$ cat src/rtl/ahb_sram_ws.sv
// AHB-Lite slave in front of a pipelined single-port SRAM with configurable read latency.
// Writes are posted through a one-entry byte-masked buffer; reads to the buffered word are forwarded.
module ahb_sram_ws #(
  parameter int AW     = 12,
  parameter int RD_LAT = 1
) (
  input  logic          HCLK,
  input  logic          HRESETn,
  input  logic          HSEL,
  input  logic [31:0]   HADDR,
  input  logic [1:0]    HTRANS,
  input  logic          HWRITE,
  input  logic          HREADY,
  input  logic [31:0]   HWDATA,
  input  logic [2:0]    HSIZE,
  output logic          HREADYOUT,
  output logic          HRESP,
  output logic [31:0]   HRDATA,
  input  logic [31:0]   SRAMRDATA,
  output logic [3:0]    SRAMWEN,
  output logic [31:0]   SRAMWDATA,
  output logic          SRAMCS,
  output logic [AW-3:0] SRAMADDR
);

  localparam logic [1:0] ST_IDLE   = 2'd0;
  localparam logic [1:0] ST_RDWAIT = 2'd1;
  localparam logic [1:0] ST_ERR1   = 2'd2;
  localparam logic [1:0] ST_ERR2   = 2'd3;
  localparam logic [2:0] CNT_INIT  = 3'(RD_LAT - 1);

  if ((RD_LAT < 1) || (RD_LAT > 8)) begin : g_bad_rd_lat
    $error("ahb_sram_ws: RD_LAT must be within 1..8");
  end

  logic [1:0]    r_state;
  logic [2:0]    r_cnt;
  logic [3:0]    r_buf_we;
  logic [AW-3:0] r_buf_addr;
  logic [31:0]   r_buf_data;
  logic          r_pend;
  logic          r_data_en;
  logic          r_hit;

  logic       w_acc;
  logic       w_err;
  logic       w_rd;
  logic       w_wr;
  logic       w_ram_write;
  logic [3:0] w_lanes;
  logic       w_unused;

  assign w_unused = ^HADDR[31:AW];

  assign w_acc = HSEL & HREADY & HTRANS[1];
  assign w_err = (HSIZE > 3'd2)
               | ((HSIZE == 3'd1) & HADDR[0])
               | ((HSIZE == 3'd2) & (HADDR[1:0] != 2'b00));
  assign w_rd  = w_acc & ~HWRITE & ~w_err;
  assign w_wr  = w_acc &  HWRITE & ~w_err;

  // A read always owns the SRAM port; the posted write waits for a free cycle.
  assign w_ram_write = (r_pend | r_data_en) & ~w_rd;

  always_comb begin
    w_lanes = 4'b1111;
    case (HSIZE)
      3'd0:    w_lanes = 4'b0001 << HADDR[1:0];
      3'd1:    w_lanes = HADDR[1] ? 4'b1100 : 4'b0011;
      default: w_lanes = 4'b1111;
    endcase
  end

  always_ff @(posedge HCLK or negedge HRESETn) begin
    if (!HRESETn) begin
      r_state <= ST_IDLE;
      r_cnt   <= 3'd0;
    end else begin
      case (r_state)
        ST_IDLE, ST_ERR2: begin
          if (w_acc & w_err) begin
            r_state <= ST_ERR1;
          end else if (w_rd && (RD_LAT > 1)) begin
            r_state <= ST_RDWAIT;
            r_cnt   <= CNT_INIT;
          end else begin
            r_state <= ST_IDLE;
          end
        end
        ST_RDWAIT: begin
          r_cnt <= r_cnt - 3'd1;
          if (r_cnt == 3'd1) r_state <= ST_IDLE;
        end
        ST_ERR1: r_state <= ST_ERR2;
        default: r_state <= ST_IDLE;
      endcase
    end
  end

  always_ff @(posedge HCLK or negedge HRESETn) begin
    if (!HRESETn) begin
      r_buf_we   <= 4'b0000;
      r_buf_addr <= '0;
      r_pend     <= 1'b0;
      r_data_en  <= 1'b0;
      r_hit      <= 1'b0;
    end else begin
      r_data_en <= w_wr;
      r_pend    <= (r_pend | r_data_en) & w_rd;
      if (w_wr) begin
        r_buf_addr <= HADDR[AW-1:2];
        r_buf_we   <= w_lanes;
      end
      if (w_rd) r_hit <= (HADDR[AW-1:2] == r_buf_addr);
    end
  end

  // Buffer contents are only meaningful under r_buf_we, so they carry no reset.
  always_ff @(posedge HCLK) begin
    for (int b = 0; b < 4; b++) begin
      if (r_data_en && r_buf_we[b]) r_buf_data[b*8 +: 8] <= HWDATA[b*8 +: 8];
    end
  end

  for (genvar gi = 0; gi < 4; gi++) begin : g_fwd
    assign HRDATA[gi*8 +: 8] = (r_hit & r_buf_we[gi]) ? r_buf_data[gi*8 +: 8]
                                                      : SRAMRDATA[gi*8 +: 8];
  end

  assign HREADYOUT = (r_state == ST_IDLE) | (r_state == ST_ERR2);
  assign HRESP     = (r_state == ST_ERR1) | (r_state == ST_ERR2);

  // Back-to-back writes commit the older one straight from HWDATA.
  assign SRAMCS    = w_rd | w_ram_write;
  assign SRAMADDR  = w_rd ? HADDR[AW-1:2] : r_buf_addr;
  assign SRAMWEN   = w_ram_write ? r_buf_we : 4'b0000;
  assign SRAMWDATA = r_pend ? r_buf_data : HWDATA;

endmodule

$ cat config.mk
export PLATFORM = sky130hd
export DESIGN_NAME = ahb_sram_ws
export DESIGN_NICKNAME = d
export VERILOG_FILES = /design/src/rtl/ahb_sram_ws.sv
export SDC_FILE = /design/constraint.sdc
export NUM_CORES = 1
export LEC_CHECK = 0
export BUFFER_PORTS_ARGS = -buffer_cell sky130_fd_sc_hd__buf_2
export CELL_PAD_IN_SITES_DETAIL_PLACEMENT = 1
export CELL_PAD_IN_SITES_GLOBAL_PLACEMENT = 1
export CORE_MARGIN = 8
export CORE_UTILIZATION = 32
export CTS_CLUSTER_DIAMETER = 40
export DETAILED_ROUTE_END_ITERATION = 16
export PLACE_DENSITY = 0.81
export SYNTH_ARGS = -nofsm -noshare
export SYNTH_HDL_FRONTEND = slang
export SYNTH_SLANG_ARGS = --single-unit
$ cat constraint.sdc
create_clock -name HCLK -period 1.6 [get_ports HCLK]
set_input_delay 0.08 -clock HCLK [delete_from_list [all_inputs] [get_ports HCLK]]
set_output_delay 0.08 -clock HCLK [all_outputs]
set_load 0.02 [all_outputs]
==> impl_summary.md <==
Worst setup path
The worst setup path is captured at an output pin. Counting buffers and inverters, the worst setup path is 3 cells deep. The worst register-to-register path begins at r_buf_addr[8].

The signal on the critical path passes through nand2_4, mux2_2, buf_2. The biggest fanout along the worst timing path is 8. The launch point of the worst path is r_hit.

The kind of cell with the highest combined delay along the critical path is flip-flops. On the worst path, the slowest cell contributes a delay of around 510 ps. The slowest cell on the critical path is sky130_fd_sc_hd__dfrtp_2. The arrival time at the worst endpoint is between 1500 and 2000 ps. Counting both buffers and inverters, the worst setup path holds a total of 1. The sort of element at the start of the critical path is a flop.

Measured in cells, the most critical reg-to-reg path has a length of 4. Data on the critical path is required at its endpoint by ~1500 ps. The worst setup path is of the flop to output pin kind.

Synthesis
The synthesized netlist net count is between 300 and 400. The per-instance average area after synthesis is 13.9 um^2. The cell with the most instances after synthesis is sky130_fd_sc_hd__mux2_2.

Of all cell types, the one taking the most synthesized area is sky130_fd_sc_hd__edfxtp_1. Yosys attributes the largest share of cell area to sky130_fd_sc_hd__edfxtp_1 (32%), sky130_fd_sc_hd__mux2_2 (28%), sky130_fd_sc_hd__dfrtp_1 (18%). For this run, the number of Yosys warnings is 0. The unique cell type count in the Yosys netlist is 33. After synthesis the netlist holds a flip-flop and latch count of 54. Of the synthesized area, sequential elements account for 0.496. Counting flops with an async set or reset pin after synthesis yields a share of 0.407. In the synthesized netlist the dominant register cell turns out to be sky130_fd_sc_hd__edfxtp_1.

The post-synth design cell area is 3050 um^2. Counting flops with a built-in enable in the synthesized netlist gives 32. The area fraction of the dominant cell type after synthesis is 0.315. In the synthesized netlist, the number of instances is about 220. Counting instances in the post-synthesis netlist gives the leading cell types as sky130_fd_sc_hd__mux2_2 (77), sky130_fd_sc_hd__edfxtp_1 (32), sky130_fd_sc_hd__dfrtp_1 (22).

Drt
After detailed routing, the number of remaining DRC violations is 0. The first-iteration detailed-routing DRC count is 73. Dividing the detail-routed via count by the number of cells gives 4.63. The first detailed-routing pass ran for 4 iterations. The routed design has ~10000 um of wire. The per-cell routed wire length is between 15 and 20 um.

The detail route stage leaves a number of antenna-violating nets equal to 0. The routed layout has between 2000 and 3000 vias.

Die
The die covers roughly 13000 um^2. The number of primary I/O pins is 187. The placement row count is 35. The floorplan step set the die height to 114 um. The floorplan core area is about 9200 um^2. The die is between 100 and 150 um wide.

The initial utilization of the core area, before any placement, comes to 0.330.

STA
The number of setup violations in the final report is 3. The shortest clock period the worst path allows after layout is 1610 ps. The final count of pins violating max slew came to 0.

Final hold analysis gives a worst-case slack of about 37 ps. Once routing completed, OpenROAD measured the worst setup slack at -11.8 ps. The number of hold-slack violations in the final timing report was 0. Setup repair after global routing could not meet its margin everywhere. Across the routed clock network, the largest skew measured is approximately 7.9 ps. The highest clock frequency the design can meet is roughly 0.62 GHz. The remaining max-slew budget at the tightest pin is 0.656. The worst-margin pin slew is approximately 520 ps. The fraction of the cycle the final worst path needs is 1.01.

Global route
The wire length of the first global-routing pass is 15700 um. The via count of the first global-routing pass is approximately 3000. The initial antenna violation count was 0.

Entering global routing, the biggest net connects 23 pins. The overall routing resource usage is 0.152. The sum of overflow across all layers after global routing is 0.

Finish
Once layout is complete, the utilization of the core stands at 0.501. The number of antenna repair diodes is 0. The post-synthesis to final-layout area growth is 51.8%. The number of fill cells in the layout is around 1000. The share of post-route cells with drive strength above 1 is 0.645. The number of nets in the final layout is approximately 530.

Clock network
The maximum root-to-sink buffer count is 2. The CTS tree is done. The clock tree synthesis step divided the H-tree into 2 levels. The tree is rooted in a sky130_fd_sc_hd__clkbuf_8. The number of sinks driven by the clock tree is 54. The clock insertion delay at the later pin of the skew report is approximately 300 ps. The total CTS buffers is 5. Clock-pin slew was measured on the worst setup and hold paths at roughly 100 ps. Buffers added to address setup during post-CTS repair amount to 0.

Placed design
The final HPWL from detailed placement is 7500 um. The total of buffers placed on input and output ports is 165. At the end of routability-driven placement, the weighted congestion stood at about 0.8.

Hold path
The startpoint of the lowest-slack hold path is HADDR[11]. The path class of the tightest hold or removal check is input port to flop. The number of instances on the worst hold path is 2.

Pwr
For this design the ratio of total power to cell area is approximately 810 nW/um^2. The sequential power share is 0.469. The largest vdd supply drop is 784 uV. The switching share of power is 0.317. The power after layout is ~3.8 mW. Of the total power, combinational logic draws 0.318. The clock network fraction of design power is 0.213. The static power due to leakage is around 2.2 nW. The cell internal power dissipation is approximately 2.6 mW. The switching power is 1.19 mW.

Outcome
The flow ran to the end, but the final reports show violations. The checks that failed: setup timing.

Run
Across the run, the number of max-cap violations was 0.
[layout by cell type (no fill, tap or decap), types with 4 or more instances in the layout]
cell / n
sky130_fd_sc_hd__mux2_4: 23
sky130_fd_sc_hd__dfrtp_1: 21
sky130_fd_sc_hd__and2_1: 8
sky130_fd_sc_hd__nand2_1: 5
sky130_fd_sc_hd__dlygate4sd3_1: 33
sky130_fd_sc_hd__nand2_4: 4
sky130_fd_sc_hd__nor2_1: 6
sky130_fd_sc_hd__o21ai_0: 5
sky130_fd_sc_hd__buf_4: 13
sky130_fd_sc_hd__inv_1: 7
sky130_fd_sc_hd__clkbuf_8: 6
sky130_fd_sc_hd__ha_1: 4
sky130_fd_sc_hd__edfxtp_1: 32
sky130_fd_sc_hd__buf_6: 11
sky130_fd_sc_hd__buf_2: 145
sky130_fd_sc_hd__xor2_1: 9
sky130_fd_sc_hd__mux2_2: 61
[registers in the layout, indices dropped and copies added, names as in the netlist]
name / cells
r_pend: 1
r_hit: 1
r_data_en: 1
r_cnt: 3
r_buf_addr: 10
r_buf_we: 4
r_buf_data: 32
r_state: 2
[worst register-to-register path, delay by kind of cell, from the launching register on]
family | cells | cell delay (ps)
AOI/OAI and AO/OA | 1 | 180
xor gates and xnor gates | 1 | 150
DFF | 1 | 420
and+or+nand+nor | 2 | 620
[final cells by class]
| cell class | instances | area (um^2) | area share |
|---|---|---|---|
| Timing Repair Buffer | 203 | 1300 | 0.280 |
| Clock inverter | 1 | 5.00 | 0.00108 |
| Tap cell | 129 | 161 | 0.0349 |
| Multi-Input combinational cell | 150 | 1540 | 0.333 |
| Sequential cell | 54 | 1510 | 0.327 |
| Inverter | 7 | 26.3 | 0.00568 |
| Clock buffer | 7 | 86.3 | 0.0187 |
[metal layers]
metal | share of wire | global-route usage
met1 | 0.37 | 0.158
met4 | 0.014 | 0.0337
met2 | 0.55 | 0.296
met5 | 0 | 0
met3 | 0.060 | 0.0391
[metrics by stage]
| stage | setup TNS [ps] | setup WS (ps) | cells | cell area (um^2) |
|---|---|---|---|---|
| floorplan | 0 | 229 | 219 | 3050 |
| global placement | 0 | 154 | 510 | 4020 |
| detailed placement | 0 | 130 | 510 | 4020 |
| CTS | -185 | -17.1 | 551 | 4510 |
| global route | -1060 | -65.2 | 551 | 4630 |
| finish | -16.3 | -11.8 | 551 | 4630 |
[repair_timing]
item	in CTS	in global routing
hold endpoints to repair	54	0
resized for setup	21	36
pin swaps	2	1
hold buffers	33	0
setup endpoints to repair	32	56
[power groups by stage]
stage | Sequential, mW | Clock, mW | Combinational, mW
6_report | 1.77 | 0.800 | 1.19
5_1_grt | 1.79 | 0.881 | 1.31
4_1_cts | 1.77 | 0.841 | 1.17
3_5_place_dp | 1.78 | 0 | 1.09
3_3_place_gp | 1.77 | 0 | 1.05
2_1_floorplan | 1.74 | 0 | 0.715
[kinds of logic (layout without fill, tap and decap cells)]
logic type	Yosys count	count (layout)	synth area share
xor+xnor	12	12	0.0345
buf+inv	15	218	0.0296
mux	85	85	0.322
simple gates	32	32	0.0587
fa+ha+maj	5	5	0.0205
compound gates	16	16	0.0386
flops	54	54	0.496
[final timing paths]
check	to	slack, ps
worst min-delay path	r_buf_addr[9]	40
worst min register to register	r_cnt[2]	500
max in group asynchronous	r_hit	960
worst max register to register	r_hit	150
worst max-delay path	HRDATA[24]	-10
min in group asynchronous	r_buf_addr[1]	260
(Power assumes the default switching activity.)
